`config.mk`:
```
export PLATFORM = sky130hd
export DESIGN_NAME = id_ex_pipe
export DESIGN_NICKNAME = d
export VERILOG_FILES = /design/src/rtl/pipe_pkg.sv /design/src/rtl/hazard_detect.sv /design/src/rtl/id_ex_pipe.sv
export SDC_FILE = /design/constraint.sdc
export NUM_CORES = 1
export LEC_CHECK = 0
export ABC_AREA = 1
export CORE_AREA = 2 2 127 129
export CTS_BUF_LIST = sky130_fd_sc_hd__clkbuf_2
export CTS_CLUSTER_DIAMETER = 60
export CTS_CLUSTER_SIZE = 28
export DETAILED_ROUTE_END_ITERATION = 10
export DIE_AREA = 0 0 129 131
export GPL_TIMING_DRIVEN = 0
export PLACE_DENSITY_LB_ADDON = 0.2
export SETUP_SLACK_MARGIN = 0.1
export SLEW_MARGIN = 20
export SYNTH_ARGS = -nofsm -noshare
export SYNTH_HDL_FRONTEND = slang
export SYNTH_SLANG_ARGS = --single-unit
```
`constraint.sdc`:
```
create_clock -name clk -period 4.5 [get_ports clk]
set_input_delay 0.9 -clock clk [delete_from_list [all_inputs] [get_ports clk]]
set_output_delay 0.9 -clock clk [all_outputs]
set_load 0.05 [all_outputs]
```
`src/rtl/pipe_pkg.sv`:
```
// pipe_pkg: shared MIPS opcode constants, control-bundle bit positions and field-use decode.
package pipe_pkg;
    localparam int CTRL_W       = 10;
    localparam int C_REG_WRITE  = 9;
    localparam int C_MEM_READ   = 8;
    localparam int C_MEM_WRITE  = 7;
    localparam int C_MEM_TO_REG = 6;
    localparam int C_ALU_SRC    = 5;
    localparam int C_REG_DST    = 4;
    localparam int C_BRANCH     = 3;
    localparam int C_JUMP       = 2;
    localparam int C_ALU_OP_HI  = 1;
    localparam int C_ALU_OP_LO  = 0;
    localparam logic [5:0] OP_RTYPE = 6'h00;
    localparam logic [5:0] OP_J     = 6'h02;
    localparam logic [5:0] OP_JAL   = 6'h03;
    localparam logic [5:0] OP_BEQ   = 6'h04;
    localparam logic [5:0] OP_BNE   = 6'h05;
    localparam logic [5:0] OP_LW    = 6'h23;
    localparam logic [5:0] OP_SW    = 6'h2B;

    function automatic logic uses_rs(input logic [5:0] op);
        return (op != OP_J) && (op != OP_JAL);
    endfunction

    // rt is a source only where it is read; for loads and I-type ALU ops it is the destination
    function automatic logic uses_rt(input logic [5:0] op);
        return (op == OP_RTYPE) || (op == OP_BEQ) || (op == OP_BNE) || (op == OP_SW);
    endfunction
endpackage

```
`src/rtl/hazard_detect.sv`:
```
// hazard_detect: combinational load-use detection and IF/PC stall request.
import pipe_pkg::*;

module hazard_detect #(
    parameter int REG_AW = 5
) (
    input  logic              valid_id_i,
    input  logic [15:0]       instr_hi_i,
    input  logic              flush_id_i,
    input  logic              hold_ex_i,
    input  logic              valid_ex_i,
    input  logic              mem_read_ex_i,
    input  logic [REG_AW-1:0] rt_ex_i,
    output logic [REG_AW-1:0] rs_id_o,
    output logic [REG_AW-1:0] rt_id_o,
    output logic              load_use_o,
    output logic              stall_if_o
);
    logic [5:0] op;

    assign op      = instr_hi_i[15:10];
    assign rs_id_o = REG_AW'(instr_hi_i[9:5]);
    assign rt_id_o = REG_AW'(instr_hi_i[4:0]);

    assign load_use_o = valid_ex_i & mem_read_ex_i & (rt_ex_i != '0) & valid_id_i &
                        ((uses_rs(op) & (rs_id_o == rt_ex_i)) | (uses_rt(op) & (rt_id_o == rt_ex_i)));
    assign stall_if_o = hold_ex_i | (load_use_o & ~flush_id_i);
endmodule

```
`src/rtl/id_ex_pipe.sv`:
```
// id_ex_pipe: ID/EX pipeline register with immediate extension, destination select,
// load-use bubble insertion and a saturating bubble counter.
import pipe_pkg::*;

module id_ex_pipe #(
    parameter int DATA_W = 32,
    parameter int REG_AW = 5,
    parameter int CNT_W  = 16
) (
    input  logic              clk,
    input  logic              rst,
    input  logic              valid_id,
    input  logic [31:0]       instr_id,
    input  logic [31:0]       pc4_id,
    input  logic [DATA_W-1:0] data1_id,
    input  logic [DATA_W-1:0] data2_id,
    input  logic [CTRL_W-1:0] ctrl_id,
    input  logic              flush_id,
    input  logic              hold_ex,
    output logic              valid_ex,
    output logic [CTRL_W-1:0] ctrl_ex,
    output logic [31:0]       pc4_ex,
    output logic [DATA_W-1:0] a_ex,
    output logic [DATA_W-1:0] b_ex,
    output logic [31:0]       imm_ex,
    output logic [4:0]        shamt_ex,
    output logic [5:0]        funct_ex,
    output logic [REG_AW-1:0] rs_ex,
    output logic [REG_AW-1:0] rt_ex,
    output logic [REG_AW-1:0] wreg_ex,
    output logic              stall_if,
    output logic [CNT_W-1:0]  bubble_cnt
);
    logic              valid_q, valid_d;
    logic [CTRL_W-1:0] ctrl_q, ctrl_d;
    logic [31:0]       pc4_q, pc4_d;
    logic [DATA_W-1:0] a_q, a_d, b_q, b_d;
    logic [31:0]       imm_q, imm_d;
    logic [4:0]        shamt_q, shamt_d;
    logic [5:0]        funct_q, funct_d;
    logic [REG_AW-1:0] rs_q, rs_d, rt_q, rt_d, wreg_q, wreg_d;
    logic [CNT_W-1:0]  cnt_q, cnt_d;
    logic [REG_AW-1:0] rs_id, rt_id, rd_id;
    logic              load_use, bubble, load;

    hazard_detect #(.REG_AW(REG_AW)) u_hazard (
        .valid_id_i    (valid_id),
        .instr_hi_i    (instr_id[31:16]),
        .flush_id_i    (flush_id),
        .hold_ex_i     (hold_ex),
        .valid_ex_i    (valid_q),
        .mem_read_ex_i (ctrl_q[C_MEM_READ]),
        .rt_ex_i       (rt_q),
        .rs_id_o       (rs_id),
        .rt_id_o       (rt_id),
        .load_use_o    (load_use),
        .stall_if_o    (stall_if)
    );

    assign rd_id  = REG_AW'(instr_id[15:11]);
    assign bubble = flush_id | load_use;
    assign load   = valid_id & ~bubble;

    // hold_ex freezes everything, including a pending flush which upstream keeps asserted
    always_comb begin
        valid_d = valid_q;
        ctrl_d  = ctrl_q;
        pc4_d   = pc4_q;
        a_d     = a_q;
        b_d     = b_q;
        imm_d   = imm_q;
        shamt_d = shamt_q;
        funct_d = funct_q;
        rs_d    = rs_q;
        rt_d    = rt_q;
        wreg_d  = wreg_q;
        cnt_d   = cnt_q;
        if (!hold_ex) begin
            valid_d = load;
            ctrl_d  = load ? ctrl_id : '0;
            pc4_d   = bubble ? '0 : pc4_id;
            a_d     = bubble ? '0 : data1_id;
            b_d     = bubble ? '0 : data2_id;
            imm_d   = bubble ? '0 : {{16{instr_id[15]}}, instr_id[15:0]};
            shamt_d = bubble ? '0 : instr_id[10:6];
            funct_d = bubble ? '0 : instr_id[5:0];
            rs_d    = bubble ? '0 : rs_id;
            rt_d    = bubble ? '0 : rt_id;
            wreg_d  = bubble ? '0 : (ctrl_id[C_REG_DST] ? rd_id : rt_id);
            cnt_d   = (load_use && !flush_id && cnt_q != '1) ? cnt_q + CNT_W'(1) : cnt_q;
        end
    end

    always_ff @(posedge clk) begin
        if (rst) begin
            valid_q <= 1'b0;
            ctrl_q  <= '0;
            pc4_q   <= '0;
            a_q     <= '0;
            b_q     <= '0;
            imm_q   <= '0;
            shamt_q <= '0;
            funct_q <= '0;
            rs_q    <= '0;
            rt_q    <= '0;
            wreg_q  <= '0;
            cnt_q   <= '0;
        end else begin
            valid_q <= valid_d;
            ctrl_q  <= ctrl_d;
            pc4_q   <= pc4_d;
            a_q     <= a_d;
            b_q     <= b_d;
            imm_q   <= imm_d;
            shamt_q <= shamt_d;
            funct_q <= funct_d;
            rs_q    <= rs_d;
            rt_q    <= rt_d;
            wreg_q  <= wreg_d;
            cnt_q   <= cnt_d;
        end
    end

    assign valid_ex   = valid_q;
    assign ctrl_ex    = ctrl_q;
    assign pc4_ex     = pc4_q;
    assign a_ex       = a_q;
    assign b_ex       = b_q;
    assign imm_ex     = imm_q;
    assign shamt_ex   = shamt_q;
    assign funct_ex   = funct_q;
    assign rs_ex      = rs_q;
    assign rt_ex      = rt_q;
    assign wreg_ex    = wreg_q;
    assign bubble_cnt = cnt_q;
endmodule

```
==> results.ini <==
[place]
placed_area_sq_um=9814
dp_cells=1392
place_worst_setup_slack_ns=0.6246
place.gp.congestion=0.8115
hpwlAfterDp_microns=15510
port_buffers=322

[outcome]
status=complete, no violations

[grt]
grt_pass1_vias=5831
grt_pass1_wl_microns=29910
antenna_found_initial=1
grt_max_degree=19
gr-total-overflow=0
track_usage_pct=22.90

[logic_synthesis]
syn_area_per_cell_sq_um=7.402
synth_edf_count=0
yosys.cell_types.count=27
synth_area_leaders=dfxtp_1 49%, nand2_1 18%, a21oi_1 10%
ys_warn_count=0
syn-num-nets=998
synth_top_area_share_pct=48.77
yosysMostFrequentCell=nand2_1
seq_area_frac_synth_pct=48.77
synth_commonest_cells=311 x nand2_1, 154 x dfxtp_1, 130 x a21oi_1
syn_area_sq_um=6321
async_flop_share_pct=0
synth_cells=854
synth-seq-cells=154
synth_top_cell_by_area=dfxtp_1
synthFlopType=dfxtp_1

[setup_path]
path_max_fanout=3
worstPathArrival_ns=2.95
r2r_cells=9
cpMostUsedCell=nand2_1
rr_endpoint=bubble_cnt[4]
crit_family=buffers and inverters
r2r-start=bubble_cnt[0]
crit_buf_inv=2
critPathCaptureType=primary output
path_cells=clkdlybuf4s50_1 > nand2_1 > nand3b_1 > nand2_1 > nand3_1 > nand2_1 > nand3_2 > nand2_1 > clkdlybuf4s50_1
required_ns=3.60
cpMaxStageDelayCell=clkdlybuf4s50_1
cpPeakStageDelay_ns=0.81
path_class=in2out
startpoint_type=primary input
reg2reg_slack_ns=2.36

[routing]
wirelength_microns=20220
drc=0
vias=6494
wl_met1_microns=8118
wl_met2_microns=10080
ant_nets=0
top_layer=met4
wl_met3_microns=1559
firstDrtPassIters=4
wire_per_inst_microns=14.19
vias_per_cell=4.557
drtIter0Drc=316

[floorplan]
dieArea_sq_um=16900
initial_core_util_pct=40.53
die-height_microns=131
dieWidth_microns=129
coreArea_sq_um=15600
row_count=46
ioPinCount=325

[cts]
htree_levels=4
clock_sinks=154
ctsHoldBuffers=0
cts.clk_slew.worst_paths_ns=0.22
cts_setup_buffers=0
cts.root.buffer_cell=clkbuf_2
cts_tree=done
insertion_delay_ns=0.71
clock_path_buffers=2
cts-buffers-inserted=17
post_cts_resized=0

[finish]
layout.cells.non_filler=1425
fillers=1441
syn_to_final_growth_pct=59.80
final_area_sq_um=10100
final_nets=1339
drive_gt1_share_pct=8.195

[timing]
fin_crit_sh_pct=85.65
rsz0062_at_grt=false
maxSlewHeadroom_pct=50.04
fin_crit_ns=3.854
tns_ns=0
fin_ws_ns=0.6458
max_freq_ghz=0.2595
clock_skew_ns=0.02627
maxSlewViolCount=0
hold_viol_final=0
worstMarginPinSlew_ns=0.7494
finalSetupViolCount=0

[hold_path]
min_to=b_ex[12]
hold_class=reg2reg
hp-start=b_ex[12]
holdPathStages=2

[flow_run]
drv_cap=0

[pwr]
power_density_nw_per_um2=292.6
power_uw=2955
p_leak_uw=0.003975
peakVddDrop_v=0.0001609

## metal layers
| metal | vias to the layer above | global-route usage, % |
|---|---|---|
| met1 | 2911 | 25.22 |
| met5 | - | 0 |
| met4 | 0 | 9.399 |
| met2 | 223 | 40.52 |
| met3 | 33 | 7.899 |
| li1 | 3327 | - |
## cell type report
cell class / instances / area, sq um / area share (%)
buffer: 77 / 495.5 / 4.905
tap: 216 / 270.3 / 2.676
timing repair buffer: 322 / 3223 / 31.91
inverter: 51 / 191.4 / 1.895
sequential: 154 / 3083 / 30.52
clock inverter: 15 / 198.9 / 1.970
multi-input combinational: 572 / 2551 / 25.26
clock buffer: 17 / 85.08 / 0.8423
antenna: 1 / 2.502 / 0.02477
## sequential cells by signal (all words and copies together) (netlist names)
| signal | cells |
|---|---|
| b_ex | 32 |
| rt_ex | 5 |
| wreg_ex | 5 |
| pc4_ex | 32 |
| rs_ex | 5 |
| valid_ex | 1 |
| imm_ex | 16 |
| ctrl_ex | 10 |
| bubble_cnt | 16 |
| a_ex | 32 |
## where the power goes
group	switching (uW)	total, uW	internal [uW]
logic	366	631	264
clock network	516	882	366
registers	29.1	1440	1410
## placed cells by master (no fill, tap or decap), drive strengths merged
cell / count
clkinv: 6
bufinv: 4
nand3: 16
clkinvlp: 3
nand4: 4
nor3: 4
xor2: 4
buf: 44
clkdlybuf4s50: 322
ha: 1
nor2: 68
inv: 53
o21ai: 9
nand2: 322
clkbuf: 50
diode: 1
nand3b: 1
xnor2: 3
a21oi: 140
dfxtp: 154
## tightest hold or removal path: cells and delay by family, from the launching register on
family / cells / cell delay (ns)
AND/OR/NAND/NOR: 1 / 0.06
AO/OA/AOI/OAI: 1 / 0.05
flip-flops: 1 / 0.36
## stage by stage
step / util, % / hold WS [ns]
3_5_place_dp: 62.92 / 0.4549
2_1_floorplan: - / 0.5406
3_3_place_gp: 62.92 / 0.4451
6_report: 64.76 / 0.4779
5_1_grt: 64.76 / 0.4929
4_1_cts: 64.74 / 0.4800
## cells by family after synthesis
kind of cell | count (synthesis) | synth area share, %
and+or+nand+nor | 415 | 26.80
AOI/OAI and AO/OA | 149 | 12.39
adders and majority gates | 1 | 0.1979
xor gates and xnor gates | 7 | 0.9699
buffers and inverters | 128 | 10.87
DFF | 154 | 48.77
## worst max path at each step
stage	depth (start not counted)	start	slack, ns	endpoint
after global routing	10	instr_id[28]	0.56	stall_if
after CTS	9	instr_id[27]	0.62	stall_if
after floorplan	4	hold_ex	1.76	stall_if
final	9	instr_id[27]	0.65	stall_if
after detailed placement	9	instr_id[27]	0.62	stall_if
after global placement	9	instr_id[27]	0.64	stall_if
Note: power is estimated with default switching activity, not from simulation.
